## config.mk

```make
export PLATFORM = sky130hd
export DESIGN_NAME = caq_tape_player
export DESIGN_NICKNAME = d
export VERILOG_FILES = /design/src/rtl/caq_tape_player.sv
export SDC_FILE = /design/constraint.sdc
export NUM_CORES = 1
export LEC_CHECK = 0
export CAP_MARGIN = 10
export CORE_ASPECT_RATIO = 1.25
export CORE_MARGIN = 5
export CORE_UTILIZATION = 27
export DETAILED_ROUTE_END_ITERATION = 16
export GPL_TIMING_DRIVEN = 0
export SETUP_SLACK_MARGIN = 0.05
export SLEW_MARGIN = 5
export SYNTH_ARGS = -nofsm -noshare
export SYNTH_HDL_FRONTEND = slang
export SYNTH_SLANG_ARGS = --single-unit
```

## constraint.sdc

```tcl
create_clock -name clk_sys -period 7 [get_ports clk_sys]
set_input_delay 0.7 -clock clk_sys [delete_from_list [all_inputs] [get_ports clk_sys]]
set_output_delay 0.7 -clock clk_sys [all_outputs]
set_load 0.01 [all_outputs]
```

## src/rtl/caq_tape_player.sv

```systemverilog
// caq_tape_player: replays a CAQ image from tape RAM as an FSK waveform.
// Optional define TAPE_MOTOR_EN: ce_tape ticks are ignored while motor is low.
module caq_tape_player #(
    parameter int ADDR_W      = 16,
    parameter int HALF0_TICKS = 4,
    parameter int HALF1_TICKS = 2,
    parameter int LEADER_BITS = 8
) (
    input  logic              clk_sys,
    input  logic              reset,
    input  logic              ce_tape,
    input  logic              loaded,
    input  logic [ADDR_W-1:0] length,
    input  logic [7:0]        data,
    input  logic              motor,
    output logic [ADDR_W-1:0] addr,
    output logic              req,
    output logic              out,
    output logic              done
);

    localparam int HMAX = (HALF0_TICKS > HALF1_TICKS) ?
                          HALF0_TICKS : HALF1_TICKS;
    localparam int CW = $clog2(HMAX + 1);
    localparam int LW = (LEADER_BITS > 1) ? $clog2(LEADER_BITS) : 1;
    localparam logic [CW-1:0] H0 = CW'(HALF0_TICKS);
    localparam logic [CW-1:0] H1 = CW'(HALF1_TICKS);
    localparam logic [LW-1:0] LLAST = LW'(LEADER_BITS - 1);

    typedef enum logic [2:0] {
        S_IDLE,
        S_LEADER,
        S_FETCH,
        S_BIT,
        S_DONE
    } state_t;

    state_t            state_q, state_d;
    logic [ADDR_W-1:0] addr_q, addr_d;
    logic [ADDR_W-1:0] len_q, len_d;
    logic [10:0]       sr_q, sr_d;
    logic [3:0]        bcnt_q, bcnt_d;
    logic [LW-1:0]     lcnt_q, lcnt_d;
    logic [CW-1:0]     hcnt_q, hcnt_d;
    logic              phase_q, phase_d;
    logic              out_q, out_d;
    logic              fcnt_q, fcnt_d;
    logic              done_q, done_d;

    logic              tick;
    logic              sym;
    logic              sym_end;
    logic [CW-1:0]     hlen;
    logic [CW-1:0]     hnext;
    logic [ADDR_W-1:0] addr_inc;

`ifdef TAPE_MOTOR_EN
    assign tick = ce_tape & motor;
`else
    logic unused_motor;
    assign unused_motor = motor;
    assign tick = ce_tape;
`endif

    // phase_q=0 is the high half, phase_q=1 the low half of a symbol
    assign sym      = (state_q == S_LEADER) | sr_q[10];
    assign hlen     = sym ? H1 : H0;
    assign hnext    = hcnt_q + 1'b1;
    assign sym_end  = tick & phase_q & (hnext == hlen);
    assign addr_inc = addr_q + 1'b1;

    // next-state, counters and waveform level
    always_comb begin
        state_d = state_q;
        addr_d  = addr_q;
        len_d   = len_q;
        sr_d    = sr_q;
        bcnt_d  = bcnt_q;
        lcnt_d  = lcnt_q;
        hcnt_d  = hcnt_q;
        phase_d = phase_q;
        out_d   = out_q;
        fcnt_d  = fcnt_q;
        done_d  = (state_q == S_DONE);
        unique case (state_q)
            S_IDLE: begin
                out_d = 1'b0;
            end
            S_LEADER, S_BIT: begin
                if (tick) begin
                    out_d = ~phase_q;
                    if (hnext == hlen) begin
                        hcnt_d  = '0;
                        phase_d = ~phase_q;
                    end else begin
                        hcnt_d = hnext;
                    end
                end
                if (sym_end && state_q == S_LEADER) begin
                    lcnt_d = lcnt_q + 1'b1;
                    if (lcnt_q == LLAST) begin
                        lcnt_d  = '0;
                        fcnt_d  = 1'b0;
                        state_d = S_FETCH;
                    end
                end
                if (sym_end && state_q == S_BIT) begin
                    sr_d   = {sr_q[9:0], 1'b0};
                    bcnt_d = bcnt_q + 1'b1;
                    if (bcnt_q == 4'd10) begin
                        bcnt_d  = '0;
                        addr_d  = addr_inc;
                        fcnt_d  = 1'b0;
                        state_d = (addr_inc == len_q) ? S_DONE : S_FETCH;
                    end
                end
            end
            S_FETCH: begin
                fcnt_d = 1'b1;
                if (fcnt_q) begin
                    sr_d    = {1'b0, data, 2'b11};
                    bcnt_d  = '0;
                    hcnt_d  = '0;
                    phase_d = 1'b0;
                    fcnt_d  = 1'b0;
                    state_d = S_BIT;
                end
            end
            S_DONE: begin
                out_d   = 1'b0;
                state_d = S_IDLE;
            end
            default: begin
                state_d = S_IDLE;
            end
        endcase
        if (loaded) begin
            len_d   = length;
            addr_d  = '0;
            bcnt_d  = '0;
            lcnt_d  = '0;
            hcnt_d  = '0;
            phase_d = 1'b0;
            fcnt_d  = 1'b0;
            out_d   = 1'b0;
            if (length == '0)
                state_d = S_DONE;
            else if (LEADER_BITS == 0)
                state_d = S_FETCH;
            else
                state_d = S_LEADER;
        end
    end

    // state and datapath registers
    always_ff @(posedge clk_sys) begin
        if (reset) begin
            state_q <= S_IDLE;
            addr_q  <= '0;
            len_q   <= '0;
            sr_q    <= '0;
            bcnt_q  <= '0;
            lcnt_q  <= '0;
            hcnt_q  <= '0;
            phase_q <= 1'b0;
            out_q   <= 1'b0;
            fcnt_q  <= 1'b0;
            done_q  <= 1'b0;
        end else begin
            state_q <= state_d;
            addr_q  <= addr_d;
            len_q   <= len_d;
            sr_q    <= sr_d;
            bcnt_q  <= bcnt_d;
            lcnt_q  <= lcnt_d;
            hcnt_q  <= hcnt_d;
            phase_q <= phase_d;
            out_q   <= out_d;
            fcnt_q  <= fcnt_d;
            done_q  <= done_d;
        end
    end

    assign addr = addr_q;
    assign out  = out_q;
    assign done = done_q;
    assign req  = (state_q == S_LEADER) | (state_q == S_FETCH) |
                  (state_q == S_BIT) |
                  ((state_q == S_DONE) & (len_q != '0));

endmodule
```

Word-level counts from Yosys, hierarchy flattened
Cells that the tools add are included.
Word-level totals
  latch bits: 0
  memories: 0
  RAM bits: 0
  bits in registers: 60
  word-level logic and storage cells: 88
  output and inout bits: 19
  memory bits (read-only): 0
Cells by class
  muxes and demuxes: 34
  reduce and logical (&&, ||, !) cells: 17
  shift-type cells: 0
  bitwise operators: 8
  $lt $le $gt $ge: 0
  divide/modulo/power cells: 0
  add/subtract/negate cells: 4
  equal/unequal tests: 14
  $mul: 0
Operator list (count)
  3-bit two-way mux: 13
  11-bit two-way mux: 2
  11-bit case mux with 2 select lines: 1
  16-bit by 1-bit adder with 16-bit output, second input constant: 1
  16-bit == test: 1
  16-bit logical NOT: 1
  16-bit nonzero test: 1
  4-bit two-way mux: 3
  2-bit inequality test, second input constant: 5
  1-bit two-way mux: 9
  3-bit case mux with 3 select lines: 1
  3-bit AND reduction: 3
  4-bit case mux with 2 select lines: 1
  3-bit by 1-bit adder with 3-bit output, second input constant: 2
  3-bit by 2-bit == test with 1-bit output, second input constant: 2
  3-bit == test, second input constant: 2
  1-bit case mux with 2 select lines: 3
  3-bit case mux with 2 select lines: 1
  2-bit AND reduction: 3
  2-bit OR reduction: 3
  4-bit by 1-bit adder with 4-bit output, second input constant: 1
  4-bit == test, second input constant: 1
  1-bit OR: 4
  4-bit AND reduction: 1
  other kinds (8): 12

Longest topological paths before layout
Gate-level depths: netlist of run 1.
  depth in word-level cells: 11
  gate-level depth with buffers: 9
  gate-level depth less buffers: 8

Least setup slack after synthesis of run 1
No wires, ideal clock.
  kind: register -> register
  start point: reg hcnt_q[0]
  end point: reg addr_q[14] (netlist: addr[14])
  path slack: 4760 ps
  stages on the path, launching flop included: 9
  arrival time: 2113 ps
  period minus slack after synthesis: 2240 ps
  setup time: 128 ps
  data required time: 6872 ps
  buffers on the path: 2
  path through: dfxtp_1 -> ha_1 -> or4_4 -> buf_6 -> a2111oi_4 -> buf_6 -> nand3_1 -> xor2_1 -> nor2_1
On the way
  word-level cells in the longest chain between the ends: 5
RTL lines
  start, declared: RTL line 44  | logic [CW-1:0] hcnt_q, hcnt_d;
  start signal, assigned: RTL line 176  | hcnt_q <= hcnt_d;
  3-bit by 1-bit adder with 3-bit output: RTL line 68  | assign hnext = hcnt_q + 1'b1;
  3-bit == test: RTL line 69  | assign sym_end = tick & phase_q & (hnext == hlen);
  1-bit AND: RTL line 69
  1-bit logical AND: RTL line 107  | if (sym_end && state_q == S_BIT) begin
  3-bit AND reduction (no line)
  end signal, assigned: RTL line 171  | addr_q <= addr_d;
  end, declared: RTL line 39  | logic [ADDR_W-1:0] addr_q, addr_d;
Every way passes these cells.
A chain may end at the register's enable or synchronous reset.

Worst setup path after layout of run 1
  start point: reg len_q[10]
  end point: out req
On the way
  word-level cells in the longest chain between the ends: 3
RTL lines
  start, declared: RTL line 40  | logic [ADDR_W-1:0] len_q, len_d;
  start signal, assigned: RTL line 172  | len_q <= len_d;
  16-bit nonzero test: RTL line 189  | ((state_q == S_DONE) & (len_q != '0));
  1-bit AND: RTL line 189
  1-bit OR: RTL line 188  | (state_q == S_BIT) |
  end, declared: RTL line 17  | output logic req,
Every way passes these cells.

==> flow_summary_export.csv, run 1 <==
group,metric,value,unit
synth,synth_mux_area_frac,0.0981,
synth,synth-compound-area-share,0.133,
pwr,peakVddDrop,0.0902,mV
timing,final.setup.tns,0,ns
run_status,status,"complete, no violations",
clocking,clock_latency,0.33,ns
synth,syn_area,3290,sq um
synth,synth.top_cell.area_share,0.365,
timing,rsz0062_at_grt,"no",
clocking,holdBufCountCts,0,
synth,yosysTopAreaCell,"dfxtp_1",
min_path,min_from,"sr_q[9]",
clocking,cts_tree,"built",
synth,synth_cell_types,55,
placed_design,dp.final_hpwl,6.54,mm
clocking,clk_pin_slew,0.06,ns
die,die_height,133,um
finish,drive_above_1_share,0.103,
clocking,clock-sinks,60,
die,die_x,109,um
grt,grt_pass1_wl,14.2,mm
clocking,clock_path_buffers,2,
clocking,cts.root.buffer_cell,"clkbuf_16",
grt,grt_pass1_vias,2958,
synth,synthTopCellsByCount,"63 x nor2_1, 60 x dfxtp_1, 30 x mux2i_1, 20 x a21oi_1, 20 x xor2_1",
die,core_area,12000,sq um
drt,wl,8.64,mm
worst_setup_path,reg2reg_slack,4.43,ns
min_path,whs_path_depth,2,
grt,grt.overflow.total,0,
synth,ys_seq_area_frac,0.365,
pwr,clkPwrFrac,0.496,
finish,fin_nets,466,
min_path,worstHoldPathType,"reg -> reg",
timing,relSlewSlack,0.533,
die,pin_count,48,
clocking,cts_setup_buffers,0,
synth,synthCells,374,
worst_setup_path,reg2regPathDepth,7,
synth,synth-seq-cells,60,
drt,ant_nets,0,
finish,fin_area,4230,sq um
synth,synth_most_common_cell,"nor2_1",
timing,finalCritPeriodShare,0.384,
timing,slew_viol_final,0,
timing,whs,0.450,ns
pwr,p_sw_frac,0.248,
synth,synth-simple-area-share,0.252,
finish,antenna_cells,0,
finish,area_growth_syn_to_layout,28.7,%
worst_setup_path,worst-setup-path-type,"reg -> out",
synth,synth_area_leaders,"dfxtp_1 37%, mux2i_1 9.1%, nor2_1 7.2%, xor2_1 5.3%, xnor2_1 3.7%",
synth,synth-edff-count,0,
synth,synthesis.nets,409,
grt,antenna_found_initial,0,
drt,firstDrtPassIters,4,
synth,synth_ff_type,"dfxtp_1",
worst_setup_path,worstPathMaxFanout,3,
synth,synth_top_family_by_area,"simple AND/OR/NAND/NOR gates",
timing,finalSetupViolCount,0,
worst_setup_path,r2r-start,"addr[0]",
grt,grt_max_degree,13,
worst_setup_path,crit_path_end_kind,"output port",
timing,fmax,372,MHz
timing,period_needed,2.68,ns
synth,yosys.area_share.xor_xnor,0.0905,
placed_design,place_congestion,0.825,
min_path,holdPathEnd,"sr_q[10]",
pwr,p_leak,1.47,nW
worst_setup_path,crit_path_start_kind,"register",
worst_setup_path,critical_path_arrival,1.98,ns
grt,grt_usage,0.123,
clocking,cts_buffers,9,
synth,synth_adder_area_share,0.0228,
clocking,htree_levels,3,
pwr,p_int,0.619,mW
synth,async_reset_ff_frac,0,
pwr,netSwitchingPower,0.204,mW
synth,ys_warn_count,0,
drt,via_per_inst,4.80,
run,drv_cap,0,
timing,worstMarginPinSlew,0.683,ns
die,die_area,14500,sq um
placed_design,numPortBuffers,46,
worst_setup_path,critPathRequiredTime,6.30,ns
pwr,p_comb_frac,0.073,
drt,num_vias,2880,
drt,drcViolationCount,0,
timing,clock_skew,0.00473,ns
die,row_count,45,
clocking,ctsResizeCount,0,
pwr,p_per_area,194,nW/um^2
drt,avgRoutedWirePerCell,14.4,um
drt,drt_iter0_drc,79,
placed_design,place_area,3960,sq um
pwr,seqPwrFrac,0.431,
worst_setup_path,reg2reg_to,"state_q[2]",
die,start_util,0.273,
synth,postSynthAreaPerCell,8.80,sq um
timing,finalHoldViolCount,0,
==> cell families (layout without fill, tap and decap cells) <==
kind of cell | count (synthesis) | count (layout)
AO/OA/AOI/OAI | 58 | 58
XOR/XNOR | 34 | 34
adder cells (fa/ha/maj) | 6 | 6
buffers and inverters | 25 | 87
flip-flops | 60 | 60
multiplexers | 32 | 32
AND/OR/NAND/NOR | 159 | 159
==> metrics by stage <==
stage / utilization / total power, mW / std cells / setup WS, ns
2_1_floorplan: - / 0.393 / 374 / 4.76
3_3_place_gp: 0.328 / 0.421 / 584 / 4.28
3_5_place_dp: 0.328 / 0.423 / 584 / 4.23
4_1_cts: 0.351 / 0.830 / 600 / 4.29
5_1_grt: 0.351 / 0.855 / 600 / 4.12
6_report: 0.351 / 0.823 / 600 / 4.32
==> power by group through the flow <==
stage	sequential [mW]	clock (mW)	combinational, mW
detailed placement	0.362	0	0.0602
CTS	0.355	0.415	0.0606
global route	0.356	0.432	0.0671
finish	0.355	0.408	0.0602
floorplan	0.359	0	0.0340
global placement	0.362	0	0.0592
==> registers in the layout, indices dropped and copies added, names as in the netlist <==
signal	count
len_q	16
out	1
fcnt_q	1
hcnt_q	3
bcnt_q	4
sr_q	11
addr	16
phase_q	1
lcnt_q	3
done	1
state_q	3
==> worst max path at each step <==
stage	cells after the start	endpoint	from	slack (ns)
6_report	5	req	len_q[10]	4.32
3_5_place_dp	8	state_q[0]	ce_tape	4.23
3_3_place_gp	5	len_q[13]	loaded	4.28
5_1_grt	5	req	len_q[10]	4.12
4_1_cts	5	req	len_q[10]	4.29
2_1_floorplan	8	addr[14]	hcnt_q[0]	4.76
==> routing by layer <==
metal / share of wire / global-route usage / vias to the layer above
li1: - / - / 1448
met1: 0.43 / 0.141 / 1362
met2: 0.51 / 0.214 / 53
met3: 0.031 / 0.0291 / 17
met4: 0.024 / 0.0547 / 0
met5: 0 / 0 / -
==> cells in the final DEF, fill, tap and decap left out, types with 3 or more instances in the layout <==
cell type / netlist / layout
nor2_1: 63 / 63
dfxtp_1: 60 / 60
clkdlybuf4s50_1: 0 / 46
mux2i_1: 30 / 30
a21oi_1: 20 / 20
xor2_1: 20 / 20
nand3_1: 17 / 17
nand2_1: 16 / 16
xnor2_1: 14 / 14
clkbuf_1: 10 / 10
nor4_1: 10 / 10
o21ai_0: 9 / 9
clkbuf_16: 0 / 9
a211oi_2: 8 / 8
nand4_1: 7 / 7
nor3_1: 7 / 7
ha_1: 6 / 6
nand3b_1: 5 / 5
nor3b_1: 5 / 5
inv_1: 4 / 4
nor2b_1: 4 / 4
a211oi_1: 4 / 4
buf_6: 3 / 3
and2_1: 3 / 3
and4_1: 3 / 3
buf_1: 3 / 3
nand2b_1: 3 / 3
buf_2: 3 / 3
and3_1: 3 / 3
a31oi_1: 3 / 3
clkinv_4: 0 / 3
clkinvlp_4: 0 / 3
==> worst max-delay path, stage by stage (launching register included) <==
cell	delay [ns]
dfxtp_1	0.33
nor4_1	0.37
nand4_1	0.24
nand3_1	0.13
o21ai_0	0.09
clkdlybuf4s50_1	0.51
==> area by class of cell <==
| class | instances | area [sq um] |
|---|---|---|
| Fill cell | 1262 | 7820 |
| Multi-Input combinational cell | 289 | 1960 |
| Sequential cell | 60 | 1200 |
| Timing Repair Buffer | 46 | 460 |
| Clock buffer | 9 | 225 |
| Tap cell | 164 | 205 |
| Buffer | 21 | 113 |
| Clock inverter | 7 | 53.8 |
| Inverter | 4 | 15.0 |
No activity file was read; power rests on OpenSTA's default activity.
==> run 2: changes to the inputs <==
==> constraint.sdc (replaced) <==
create_clock -name clk_sys -period 2.3 [get_ports clk_sys]
set_input_delay 0.23 -clock clk_sys [delete_from_list [all_inputs] [get_ports clk_sys]]
set_output_delay 0.23 -clock clk_sys [all_outputs]
set_load 0.01 [all_outputs]
==> flow_summary_export.csv, run 2 (synthesis results as in run 1) <==
group,metric,value,unit
run_status,status,"finished, violations left",
run_status,violations,"setup timing",
clocking,cts.root.buffer_cell,"clkbuf_16",
finish,fin_area,4460,sq um
worst_setup_path,worst-setup-path-type,"reg -> reg",
min_path,min_from,"sr_q[9]",
finish,drive_above_1_share,0.171,
worst_setup_path,crit_path_start,"hcnt_q[0]",
run,drv_cap,0,
finish,multi_input_area,2100,sq um
timing,relSlewSlack,0.505,
drt,wl,8.85,mm
finish,area_growth_syn_to_layout,35.6,%
drt,firstDrtPassIters,4,
placed_design,dp_cells,584,
die,die_height,133,um
min_path,holdPathEnd,"sr_q[10]",
grt,antenna_found_initial,0,
pwr,peakVddDrop,0.275,mV
die,start_util,0.273,
grt,grt_max_degree,13,
timing,rsz0062_at_grt,"yes",
die,core_area,12000,sq um
drt,num_vias,2949,
min_path,worstHoldPathType,"reg -> reg",
placed_design,dp.final_hpwl,6.54,mm
worst_setup_path,worstPathMaxFanout,7,
finish,final_util,0.370,
timing,period_needed,2.32,ns
drt,ant_nets,0,
finish,nFillCells,1245,
drt,via_per_inst,4.85,
pwr,p_leak,1.56,nW
die,die_x,109,um
finish,final_common_cell,"nor2_1",
min_path,whs_path_depth,2,
timing,setup_slack,-0.0223,ns
worst_setup_path,reg2reg_slack,-0.02,ns
timing,finalCritPeriodShare,1.01,
drt,drcViolationCount,0,
clocking,clock_latency,0.33,ns
finish,fin_nets,474,
drt,drt_iter0_drc,82,
finish,antenna_cells,0,
clocking,clock_path_buffers,2,
placed_design,place_area,3960,sq um
finish,seq_area,1210,sq um
grt,grt_pass1_vias,2972,
grt,grt.overflow.total,0,
clocking,clk_pin_slew,0.06,ns
placed_design,place_congestion,0.825,
timing,whs,0.451,ns
finish,layout.cells.most_common_list,"60 x nor2_1, 57 x dfxtp_1, 45 x clkdlybuf4s50_1",
worst_setup_path,critPathRequiredTime,2.52,ns
worst_setup_path,r2r-start,"hcnt_q[0]",
timing,worstMarginPinSlew,0.739,ns
worst_setup_path,reg2regPathDepth,9,
timing,clock_skew,0.00595,ns
drt,avgRoutedWirePerCell,14.6,um
pwr,p_per_area,564,nW/um^2
pwr,total_power,2.52,mW
timing,slew_viol_final,0,
die,row_count,45,
grt,grt_pass1_wl,14.4,mm
placed_design,numPortBuffers,46,
finish,stdcell_count,608,
clocking,clock-sinks,60,
worst_setup_path,crit_path_end_kind,"register",
grt,grt_usage,0.125,
clocking,cts_tree,"built",
die,pin_count,48,
worst_setup_path,crit_path_start_kind,"register",
timing,finalSetupViolCount,1,
timing,finalHoldViolCount,0,
worst_setup_path,reg2reg_to,"bcnt_q[2]",
clocking,htree_levels,3,
worst_setup_path,critical_path_arrival,2.54,ns
timing,fmax,431,MHz
die,die_area,14500,sq um
clocking,cts_buffers,9,
==> run 2: report_power, final <==
group          internal (mW)  total [mW]  switching, mW
clock network          0.731        1.24          0.507
logic                  0.103       0.195         0.0925
registers               1.06        1.08         0.0258
total                   1.89        2.52          0.625
==> run 2: what timing repair did <==
item,in CTS,in global routing
setup endpoints to repair,34,30
pin swaps,2,8
cloned,0,1
buffers inserted,6,2
resized for setup,13,22
hold buffers,0,0
==> run 2: metal layers <==
layer / vias to the layer above / track usage / part of all wire
met5: - / 0 / 0
met4: 0 / 0.0547 / 0.021
li1: 1470 / - / -
met3: 15 / 0.0291 / 0.024
met1: 1419 / 0.143 / 0.44
met2: 45 / 0.218 / 0.52
==> run 2: layout make-up <==
type                       instances  share of cell area
timing repair buffer              55               0.120
clock inverter                     7              0.0121
tap                              164              0.0460
multi-input combinational        289               0.472
buffer                            20              0.0255
inverter                           4             0.00337
sequential                        60               0.271
clock buffer                       9              0.0505
==> run 2: how the worst max path moves through the flow <==
stage	endpoint	slack [ns]	depth (start not counted)
2_1_floorplan	addr[14]	0.06	8
3_3_place_gp	state_q[2]	-0.20	7
3_5_place_dp	bcnt_q[2]	-0.23	7
4_1_cts	addr[3]	-0.03	8
5_1_grt	bcnt_q[2]	-0.09	9
6_report	bcnt_q[2]	-0.02	9
==> run 2: critical path, stage by stage (launching register included) <==
cell and delay (ns):
dfxtp_4 0.35, ha_4 0.18, xnor2_4 0.13, or4_4 0.42, buf_6 0.15, a211o_1 0.30
a21oi_4 0.27, buf_4 0.16, o21ai_2 0.05, a31o_1 0.21
==> run 2: stage by stage <==
stage / setup TNS, ns / setup WS (ns)
after floorplan: 0 / 0.0595
after global placement: -2.30 / -0.205
after detailed placement: -3.13 / -0.227
after CTS: -0.0555 / -0.0318
after global routing: -1.15 / -0.0902
final: -0.0223 / -0.0223
==> run 3: changes to the inputs <==
--- a/config.mk
+++ b/config.mk
@@ -12,7 +12,6 @@
 export DETAILED_ROUTE_END_ITERATION = 16
 export GPL_TIMING_DRIVEN = 0
 export SETUP_SLACK_MARGIN = 0.05
-export SLEW_MARGIN = 5
 export SYNTH_ARGS = -nofsm -noshare
 export SYNTH_HDL_FRONTEND = slang
 export SYNTH_SLANG_ARGS = --single-unit
==> results of run 3 <==
Same layout as run 2: the final DEF is identical, and so are final timing and power.
